**src/rtl/shift_sequencer_pkg.sv**
```systemverilog
// Shared settings for the shift sequencer: default widths, shift-type and
// FSM state encodings.
package shift_sequencer_pkg;

  localparam int DEF_WORD_WIDTH            = 32;
  localparam int DEF_SHIFTER_OPERAND_WIDTH = 12;

  typedef enum logic [1:0] {
    SH_LSL = 2'b00,
    SH_LSR = 2'b01,
    SH_ASR = 2'b10,
    SH_ROR = 2'b11
  } shift_t;

  typedef enum logic [1:0] {
    ST_IDLE  = 2'b00,
    ST_SHIFT = 2'b01,
    ST_DONE  = 2'b10
  } state_t;

endpackage

```
**src/rtl/shift_step.sv**
```systemverilog
// Combinational single-bit shift/rotate of one word by the selected type.
module shift_step
  import shift_sequencer_pkg::*;
#(
  parameter int WORD_WIDTH = DEF_WORD_WIDTH
) (
  input  logic [WORD_WIDTH-1:0] value,
  input  shift_t                sh_type,
  output logic [WORD_WIDTH-1:0] value_out
);

  logic signed [WORD_WIDTH-1:0] value_s;

  assign value_s = value;

  always_comb begin
    value_out = value;
    case (sh_type)
      SH_LSL:  value_out = {value[WORD_WIDTH-2:0], 1'b0};
      SH_LSR:  value_out = {1'b0, value[WORD_WIDTH-1:1]};
      SH_ASR:  value_out = value_s >>> 1;
      SH_ROR:  value_out = {value[0], value[WORD_WIDTH-1:1]};
      default: value_out = value;
    endcase
  end

endmodule

```
**src/rtl/shift_sequencer.sv**
```systemverilog
// Sequential operand-2 generator: loads an operand, shifts it one bit per
// cycle under an IDLE/SHIFT/DONE FSM and presents the result with a done pulse.
module shift_sequencer
  import shift_sequencer_pkg::*;
#(
  parameter int WORD_WIDTH            = DEF_WORD_WIDTH,
  parameter int SHIFTER_OPERAND_WIDTH = DEF_SHIFTER_OPERAND_WIDTH
) (
  input  logic                             clk,
  input  logic                             rst,
  input  logic                             start,
  input  logic                             flush,
  input  logic [SHIFTER_OPERAND_WIDTH-1:0] shifter_operand,
  input  logic                             imm,
  input  logic                             is_for_memory,
  input  logic [WORD_WIDTH-1:0]            val_Rm,
  output logic                             busy,
  output logic                             done,
  output logic [WORD_WIDTH-1:0]            val2_out
);

  state_t                state_q, state_d;
  logic [4:0]            cnt_q;
  logic [WORD_WIDTH-1:0] work_q;
  logic [WORD_WIDTH-1:0] val2_q;
  shift_t                op_q;

  logic [WORD_WIDTH-1:0] load_val;
  logic [4:0]            load_cnt;
  shift_t                load_op;
  logic [WORD_WIDTH-1:0] step_val;
  logic                  accept;

  assign accept = (state_q == ST_IDLE) && start && !flush;

  // Operand decode; rotated immediates always rotate right by an even amount.
  always_comb begin
    load_val = val_Rm;
    load_cnt = shifter_operand[11:7];
    load_op  = shift_t'(shifter_operand[6:5]);
    if (is_for_memory) begin
      load_val = WORD_WIDTH'(shifter_operand);
      load_cnt = '0;
      load_op  = SH_LSL;
    end else if (imm) begin
      load_val = WORD_WIDTH'(shifter_operand[7:0]);
      load_cnt = {shifter_operand[11:8], 1'b0};
      load_op  = SH_ROR;
    end
  end

  shift_step #(
    .WORD_WIDTH (WORD_WIDTH)
  ) u_shift_step (
    .value     (work_q),
    .sh_type   (op_q),
    .value_out (step_val)
  );

  always_comb begin
    state_d = state_q;
    case (state_q)
      ST_IDLE: begin
        if (accept) state_d = (load_cnt != 5'd0) ? ST_SHIFT : ST_DONE;
      end
      ST_SHIFT: begin
        if (cnt_q == 5'd1) state_d = ST_DONE;
      end
      ST_DONE:  state_d = ST_IDLE;
      default:  state_d = ST_IDLE;
    endcase
    if (flush) state_d = ST_IDLE;
  end

  always_ff @(posedge clk or negedge rst) begin
    if (!rst) begin
      state_q <= ST_IDLE;
      cnt_q   <= '0;
      work_q  <= '0;
      val2_q  <= '0;
      op_q    <= SH_LSL;
    end else begin
      state_q <= state_d;
      if (flush) begin
        cnt_q <= '0;
      end else begin
        case (state_q)
          ST_IDLE: begin
            if (start) begin
              work_q <= load_val;
              cnt_q  <= load_cnt;
              op_q   <= load_op;
            end
          end
          ST_SHIFT: begin
            work_q <= step_val;
            cnt_q  <= cnt_q - 5'd1;
          end
          ST_DONE:  val2_q <= work_q;
          default:  cnt_q  <= '0;
        endcase
      end
    end
  end

  // The result is visible in the DONE cycle itself; a flush there cancels it.
  assign busy     = (state_q != ST_IDLE);
  assign done     = (state_q == ST_DONE) && !flush;
  assign val2_out = done ? work_q : val2_q;

endmodule

```
**config.mk**
```make
export PLATFORM = sky130hd
export DESIGN_NAME = shift_sequencer
export DESIGN_NICKNAME = d
export VERILOG_FILES = /design/src/rtl/shift_sequencer_pkg.sv /design/src/rtl/shift_step.sv /design/src/rtl/shift_sequencer.sv
export SDC_FILE = /design/constraint.sdc
export NUM_CORES = 1
export LEC_CHECK = 0
export BUFFER_PORTS_ARGS = -buffer_cell sky130_fd_sc_hd__buf_4
export CORE_ASPECT_RATIO = 1.4
export CORE_MARGIN = 5
export CORE_UTILIZATION = 50
export CTS_BUF_LIST = sky130_fd_sc_hd__clkbuf_8
export CTS_CLUSTER_SIZE = 12
export DETAILED_ROUTE_END_ITERATION = 7
export HOLD_SLACK_MARGIN = 0.02
export PLACE_DENSITY = 0.81
export SYNTH_ARGS = -nofsm -noshare
export SYNTH_HDL_FRONTEND = slang
export SYNTH_SLANG_ARGS = --single-unit
```
**constraint.sdc**
```tcl
create_clock -name clk -period 2.85 [get_ports clk]
set_clock_uncertainty 0.05 [all_clocks]
set_input_delay 0.855 -clock clk [delete_from_list [all_inputs] [get_ports clk]]
set_output_delay 0.855 -clock clk [all_outputs]
set_load 0.05 [all_outputs]
```
==> flow_summary.ini, run 1 <==
[worst_setup_path]
required_ps = 1950
reg2regPathDepth = 5
cp.arrival_ps = 2010
startpoint = flush
worstSetupStartpointType = input port
reg2reg_from = op_q[1]
cp_max_fo = 8
path_class = input port to output port
end_kind = output port

[sta]
rsz0062_at_grt = yes
relSlewSlack_pct = 39.1
period_share_pct = 102
setup_viol = 23
fin_setup_tns_ps = -1080
drv_slew = 0
fin_ws_ps = -60.5
hold_viol_final = 0
clock.fmax_mhz = 344
finalCriticalPeriod_ps = 2910
worstMarginPinSlew_ps = 914
whs_ps = 457

[floorplan]
die_area_mm2 = 0.00918
coreArea_mm2 = 0.00727
io_pins = 84
start_util_pct = 50.5
die_w_um = 82.4
die_h_um = 111
rows = 37

[synthesis]
synth_top_cell_by_area = dfrtp_1
synth_seq_area_share_pct = 49.8
synthTopCellsByArea = dfrtp_1, mux2_2, a221oi_1, nor2_1, mux2i_1
netlist_area_mm2 = 0.00367
synth_cell_type_count = 40
synthTopCellsByCount = dfrtp_1, nor2_1, mux2_2, a221oi_1, mux2i_1
syn_inst = 319
ys.flop_type = dfrtp_1
synth_top_area_share_pct = 49.8
synth-edff-count = 0
synth.yosys.warnings = 0
synth-seq-cells = 73
avgSynthCellArea_um2 = 11.5
yosysMostFrequentCell = dfrtp_1
syn_nets = 371
async_flop_share_pct = 100

[place]
dpl.hpwl_um = 6390
globalplace.congestion = 0.864
place_inst = 486
place_area_mm2 = 0.00444
port_buffers = 83

[routing]
ant_nets = 0
vias = 3005
vias_per_cell = 5.89
drt-initial-drc-count = 152
wl_per_cell_um = 20.1
drcViolationCount = 0
first_pass_iters = 4
wl_um = 10200

[clocking]
clkSinkCount = 73
root_buffer = clkbuf_8
cts_buffer_depth = 2
numCtsBuffers = 9
clk_latency_ps = 350
cts_tree = built
holdBufCountCts = 0
clkTransAtPathRegs_ps = 80
h-tree-depth = 3

[final_layout]
drive_gt1_share_pct = 43.3
n_fill_cell = 513
antenna_cells = 0
final_area_mm2 = 0.00500
area_delta_synth_final_pct = 36.3
num-nets-final = 461
stdcell_count = 510

[min_path]
whs_path_depth = 1
hp-class = flop to flop
worstHoldStart = val2_q[26]

[global_routing]
antenna_found_initial = 0
grt_remaining_overflow = 0
track_usage_pct = 21.9
grt_pass1_vias = 3141
grt_start_max_net_pins = 74
grt_pass1_wl_um = 15500

[pwr]
powerDensity_mw_per_mm2 = 1080
peakVddDrop_mv = 0.574
power.share.switching_pct = 41.3
switching_power_mw = 2.24
pwr-share-seq_pct = 31.2
p_leak_nw = 2.30
clockPowerShare_pct = 16.2
p_comb_share_pct = 52.6
p_int_mw = 3.19

[run_status]
violations = negative setup slack
status = finished with violations

[flow_run]
cap_violations = 0
## flip-flops by register name, summed over array words and instances (netlist names)
name and cells:
cnt_q 5, op_q 2, work_q 32, state_q 2, val2_q 32
## power by group through the flow
stage          clock, mW  combinational [mW]  sequential (mW)
2_1_floorplan          0                1.84             1.59
3_3_place_gp           0                2.36             1.67
3_5_place_dp           0                2.42             1.69
4_1_cts            0.890                2.67             1.68
5_1_grt            0.933                3.01             1.73
6_report           0.876                2.85             1.69
## final cells by class
class / count / area (um^2) / share of cell area, %
flip-flops and latches: 73 / 1830 / 36.5
clock buffers: 9 / 124 / 2.48
well taps: 97 / 121 / 2.43
inverters: 4 / 15.0 / 0.300
repair buffers: 103 / 1010 / 20.2
clock inverters: 6 / 85.1 / 1.70
multi-input cells: 218 / 1820 / 36.3
## critical path, stage by stage
cell and delay [ps]:
buf_6 100, nor3b_4 250, buf_6 160, buf_12 140
mux2_4 320, buf_6 160
## layer usage
| metal | vias up | GRT usage, % | wire length (um) |
|---|---|---|---|
| li1 | 1355 | - | - |
| met1 | 1489 | 27.8 | 4080 |
| met2 | 135 | 34.3 | 5100 |
| met3 | 26 | 6.23 | 821 |
| met4 | 0 | 9.09 | 246 |
| met5 | - | 0 | 0 |
## per-stage QoR
stage | utilization [%] | total power [mW] | setup slack [ps]
finish | 68.8 | 5.42 | -60.5
global route | 68.8 | 5.67 | -89.6
CTS | 67.1 | 5.24 | -72.2
detailed placement | 61.0 | 4.10 | -105
global placement | 61.0 | 4.03 | -81.9
floorplan | - | 3.43 | -76.1
## path summary, 6_finish.rpt
check | end | slack (ps)
worst max-delay path | val2_out[20] | -60
max in group asynchronous | work_q[28] | 1570
worst max register to register | work_q[26] | 850
min in group asynchronous | val2_q[14] | 590
worst min register to register | val2_q[26] | 460
worst min-delay path | val2_q[26] | 460
## logic make-up after synthesis
logic type	share of synthesized area [%]
simple gates	10.4
flops	49.8
mux	20.9
compound gates	13.4
buf+inv	4.64
fa+ha+maj	0.682
xor+xnor	0.239
## placed cells by master, fill, tap and decap left out, drive strengths merged, types with 4 or more instances in the layout
cell    Yosys  layout
dfrtp      73      73
a211oi      4       4
mux2i      18      18
buf        21     102
a21o        5       5
nor2       53      53
a21oi       5       5
inv         4       5
o221ai      7       7
nand2      12      12
a221oi     24      24
o21ai       5       5
nor3        6       6
mux2       52      52
clkbuf      3      10
## what timing repair did
action                     4_1_cts  5_1_grt
resized for setup               44       25
buffers inserted                 3        4
setup endpoints to repair       32       32
pin swaps                        1        1
gates cloned                     2        1
hold endpoints to repair         0        0
No activity file was read; power rests on OpenSTA's default activity.
==> run 2, diff against run 1 <==
Settings changed: PLACE_DENSITY 0.81 to 0.8, SYNTH_HIERARCHICAL from default to 1.
==> flow_summary.ini, run 2 <==
[run_status]
status = finished with violations
violations = negative setup slack

[pwr]
p_leak_nw = 2.65
p_total_mw = 4.43
peakVddDrop_mv = 0.689
powerDensity_mw_per_mm2 = 797

[global_routing]
grt_pass1_vias = 3576
grt_remaining_overflow = 0
track_usage_pct = 23.1
grt_start_max_net_pins = 38
antenna_found_initial = 0
grt_pass1_wl_um = 18100

[synthesis]
synth_top_cell_by_area = dfrtp_1
syn_inst = 376
async_flop_share_pct = 100
synth.yosys.warnings = 6
avgSynthCellArea_um2 = 10.9
synth-edff-count = 0
synthTopCellsByArea = dfrtp_1, mux2_4, mux2_2, o21ai_0, and3b_1
netlist_area_mm2 = 0.00411
synth_cell_type_count = 45
synth-seq-cells = 73
synth_seq_area_share_pct = 44.5
synth_top_area_share_pct = 44.5
yosysMostFrequentCell = dfrtp_1
synthTopCellsByCount = dfrtp_1, o21ai_0, mux2_2, mux2_4, a31oi_1
syn_nets = 428
ys.flop_type = dfrtp_1

[sta]
hold_viol_final = 0
rsz0062_at_grt = yes
worstMarginPinSlew_ps = 529
finalCriticalPeriod_ps = 2890
fin_ws_ps = -36.2
setup_viol = 24
clock.fmax_mhz = 346
drv_slew = 0
relSlewSlack_pct = 64.7
period_share_pct = 101

[final_layout]
antenna_cells = 0
largestRegisters = val2_q (32), work_q (32), cnt_q (5)
register_area_mm2 = 0.00183
stdcell_count = 572
n_fill_cell = 601
drive_gt1_share_pct = 41.9
final_area_mm2 = 0.00556
layout_common_cells = dfrtp_1, buf_4, mux2_4
area_delta_synth_final_pct = 35.4
num-nets-final = 520
multi_input_area_mm2 = 0.00217

[worst_setup_path]
cp.depth = 7
end_kind = output port
critPathTopFamily = buffers and inverters
worstSetupStartpointType = input port
path_class = input port to output port
reg2regPathDepth = 6
cp_cell_sequence = buf_8 -> nor2_4 -> and2_4 -> buf_12 -> buf_16 -> mux2_2 -> buf_6
max_stage_delay_ps = 350
required_ps = 1950
crit_buf_inv = 4
cp_slowest_cell = mux2_2
cp.arrival_ps = 1980
cp_max_fo = 6

[place]
port_buffers = 83
dpl.hpwl_um = 7410
place_area_mm2 = 0.00484
globalplace.congestion = 0.834
place_inst = 543

[clocking]
numCtsBuffers = 9
clkTransAtPathRegs_ps = 70
cts_tree = built
root_buffer = clkbuf_8
clk_latency_ps = 340
holdBufCountCts = 0
h-tree-depth = 3
cts_buffer_depth = 2
clkSinkCount = 73

[floorplan]
rows = 39
die_area_mm2 = 0.0102
io_pins = 84
start_util_pct = 50.7
die_h_um = 117
die_w_um = 86.6
coreArea_mm2 = 0.00810

[routing]
ant_nets = 0
vias = 3513
drcViolationCount = 0
wl_um = 11800
vias_per_cell = 6.14
first_pass_iters = 5
wl_per_cell_um = 20.6
drt-initial-drc-count = 278

[min_path]
hp-class = input port to asynchronous set/reset pin

[flow_run]
cap_violations = 0
## run 2: changes by cell type in the layout (fill, tap and decap cells not counted), moves of 20 or more
cell | before | now
o21ai_0 | 5 | 48
mux2_4 | 32 | 59
a221oi_1 | 24 | 0
nor2_1 | 52 | 12
and3b_1 | 0 | 20
a31oi_1 | 1 | 21
## run 2: cells by family after synthesis
kind of cell / after synthesis / share of synthesized area (%)
compound gates: 120 / 18.3
flops: 73 / 44.5
fa+ha+maj: 2 / 0.609
mux: 63 / 19.9
xor+xnor: 1 / 0.213
simple gates: 70 / 10.9
buf+inv: 47 / 5.69
## run 2: area by class of cell
class / count / area share [%]
multi-input combinational: 256 / 39.0
clock buffer: 12 / 2.97
clock inverter: 1 / 0.0675
timing repair buffer: 117 / 22.1
sequential: 73 / 32.8
tap: 102 / 2.29
inverter: 11 / 0.742
## run 2: metal layers
layer,share of wire (%),up-vias,routed length [um],GRT usage [%]
met5,0,-,0,0
met2,51,160,6010,38.6
met1,39,1753,4630,28.3
met3,5.7,33,667,3.15
li1,-,1567,-,-
met4,3.9,0,462,14.0
## run 2: metrics by stage
stage	setup slack [ps]	hold slack (ps)	setup TNS, ps	util [%]
finish	-36.2	429	-629	68.7
global route	-74.8	459	-1660	68.7
CTS	-64.7	437	-915	65.7
detailed placement	-141	435	-4050	59.7
global placement	-136	432	-3940	59.7
floorplan	-78.0	436	-702	-
## run 2: final timing paths
kind                       slack [ps]  startpoint            to
max in group asynchronous        1710         rst    work_q[12]
min reg2reg                       460  val2_q[15]    val2_q[15]
min                               430         rst    val2_q[26]
max reg2reg                       800     op_q[1]    work_q[13]
max                               -40       flush  val2_out[12]
min in group clk                  460  val2_q[15]    val2_q[15]
## run 2: timing repair
action,4_1_cts,5_1_grt
pin swaps,1,0
endpoints found under the setup margin,32,32
gates resized for setup,60,32
cloned,2,2
buffers inserted,3,9
## run 2: where the power goes
part           total, mW  switching (mW)  internal [mW]
registers           1.47           0.178           1.29
logic               2.24            1.17           1.07
clock network      0.726           0.356          0.370
total               4.43            1.70           2.73
## run 2: worst reg2reg max path, cell delays in order (launching register included)
cell	delay, ps
dfrtp_1	440
nor2_4	390
buf_4	310
mux2_4	330
and3b_1	180
a31oi_1	150
o21ai_0	90
==> run 3, diff against run 2 <==
Settings changed: PLACE_DENSITY 0.8 to 0.81, REMOVE_ABC_BUFFERS from default to 1, SYNTH_HIERARCHICAL 1 to default.
==> flow_summary.ini, run 3 (synthesis results as in run 1) <==
[final_layout]
layout_common_cells = dfrtp_1, buf_4, nor2_1
antenna_cells = 0
mostFrequentLayoutCell = dfrtp_1
num-nets-final = 465
fin_util_pct = 70.0
n_fill_cell = 502
multi_input_area_mm2 = 0.00182
area_delta_synth_final_pct = 38.7
final_area_mm2 = 0.00509
register_area_mm2 = 0.00183
largestRegisters = val2_q (32), work_q (32), cnt_q (5)
drive_gt1_share_pct = 44.0

[routing]
first_pass_iters = 5
drt-initial-drc-count = 141
vias_per_cell = 5.87
drcViolationCount = 0
wl_um = 10000
wl_per_cell_um = 19.5
ant_nets = 0
vias = 3025

[global_routing]
grt_pass1_vias = 3153
grt_pass1_wl_um = 15700
antenna_found_initial = 0
track_usage_pct = 22.1
grt_remaining_overflow = 0
grt_start_max_net_pins = 40

[worst_setup_path]
worstSetupStartpointType = input port
path_class = input port to output port
cp_max_fo = 6
reg2reg_from = op_q[1]
required_ps = 1950
end_kind = output port
reg2regPathDepth = 5
rr_endpoint = work_q[12]
rrSetupSlack_ps = 800
cp.arrival_ps = 2000

[flow_run]
cap_violations = 0

[sta]
clock.fmax_mhz = 345
finalCriticalPeriod_ps = 2900
rsz0062_at_grt = yes
worstMarginPinSlew_ps = 547
drv_slew = 0
fin_ws_ps = -52.5
relSlewSlack_pct = 63.5
hold_viol_final = 0
period_share_pct = 102
setup_viol = 32

[clocking]
holdBufCountCts = 0
clkTransAtPathRegs_ps = 70
clkSinkCount = 73
clk_latency_ps = 350
numCtsBuffers = 9
root_buffer = clkbuf_8
h-tree-depth = 3
cts_tree = built
cts_buffer_depth = 2

[floorplan]
rows = 37
start_util_pct = 50.5
die_h_um = 111
die_area_mm2 = 0.00918
die_w_um = 82.4
io_pins = 84
coreArea_mm2 = 0.00727

[place]
dpl.hpwl_um = 6380
globalplace.congestion = 0.874
place_area_mm2 = 0.00440
port_buffers = 83

[run_status]
status = finished with violations
violations = negative setup slack

[pwr]
peakVddDrop_mv = 0.558
powerDensity_mw_per_mm2 = 1090
p_leak_nw = 2.34

[min_path]
hp-class = input port to asynchronous set/reset pin
## run 3: worst max-delay path by stage
stage | to | depth (start not counted) | start
after floorplan | val2_out[0] | 2 | flush
after CTS | val2_out[1] | 6 | flush
final | val2_out[30] | 6 | flush
after global routing | val2_out[30] | 6 | flush
after global placement | val2_out[9] | 5 | flush
after detailed placement | val2_out[9] | 5 | flush
## run 3: metal layers
metal	share of wire, %	vias up	wire [um]	GRT usage (%)
met2	55	100	5510	36.9
met4	3.0	0	302	10.8
li1	-	1370	-	-
met3	4.2	26	419	3.88
met1	38	1529	3800	26.7
met5	0	-	0	0
## run 3: worst max-delay path, cell delays in order
cell	delay, ps
buf_6	100
nor3b_4	170
buf_6	210
clkbuf_16	180
mux2_4	320
buf_8	150
## run 3: stage by stage
stage / hold WS, ps / cells / worst slack (ps) / power, mW / TNS (ps)
final: 413 / 515 / -52.5 / 5.53 / -961
after global routing: 451 / 515 / -99.7 / 5.79 / -2400
after floorplan: 432 / 295 / -1380 / 3.33 / -65530
after detailed placement: 436 / 489 / -46.0 / 4.04 / -1010
after CTS: 423 / 507 / -53.6 / 5.22 / -1120
after global placement: 432 / 489 / -30.0 / 3.97 / -446
## run 3: report_power, final
group,total (mW),switching [mW],internal [mW],leakage [nW]
clock network,0.918,0.381,0.537,0.113
logic,2.91,1.58,1.33,1.34
registers,1.70,0.275,1.42,0.894
total,5.53,2.24,3.29,2.34
## run 3: final cells by class
cell class / instances / area share (%)
Clock buffer: 11 / 2.98
Clock inverter: 5 / 1.55
Inverter: 4 / 0.295
Multi-Input combinational cell: 218 / 35.7
Sequential cell: 73 / 35.9
Tap cell: 97 / 2.39
Timing Repair Buffer: 107 / 21.2
## run 3: timing repair
item,in CTS,in global routing
hold endpoints to repair,0,0
setup endpoints to repair,32,32
buffers inserted,1,6
gates resized for setup,49,44
pin swaps,1,1
cloned,1,2
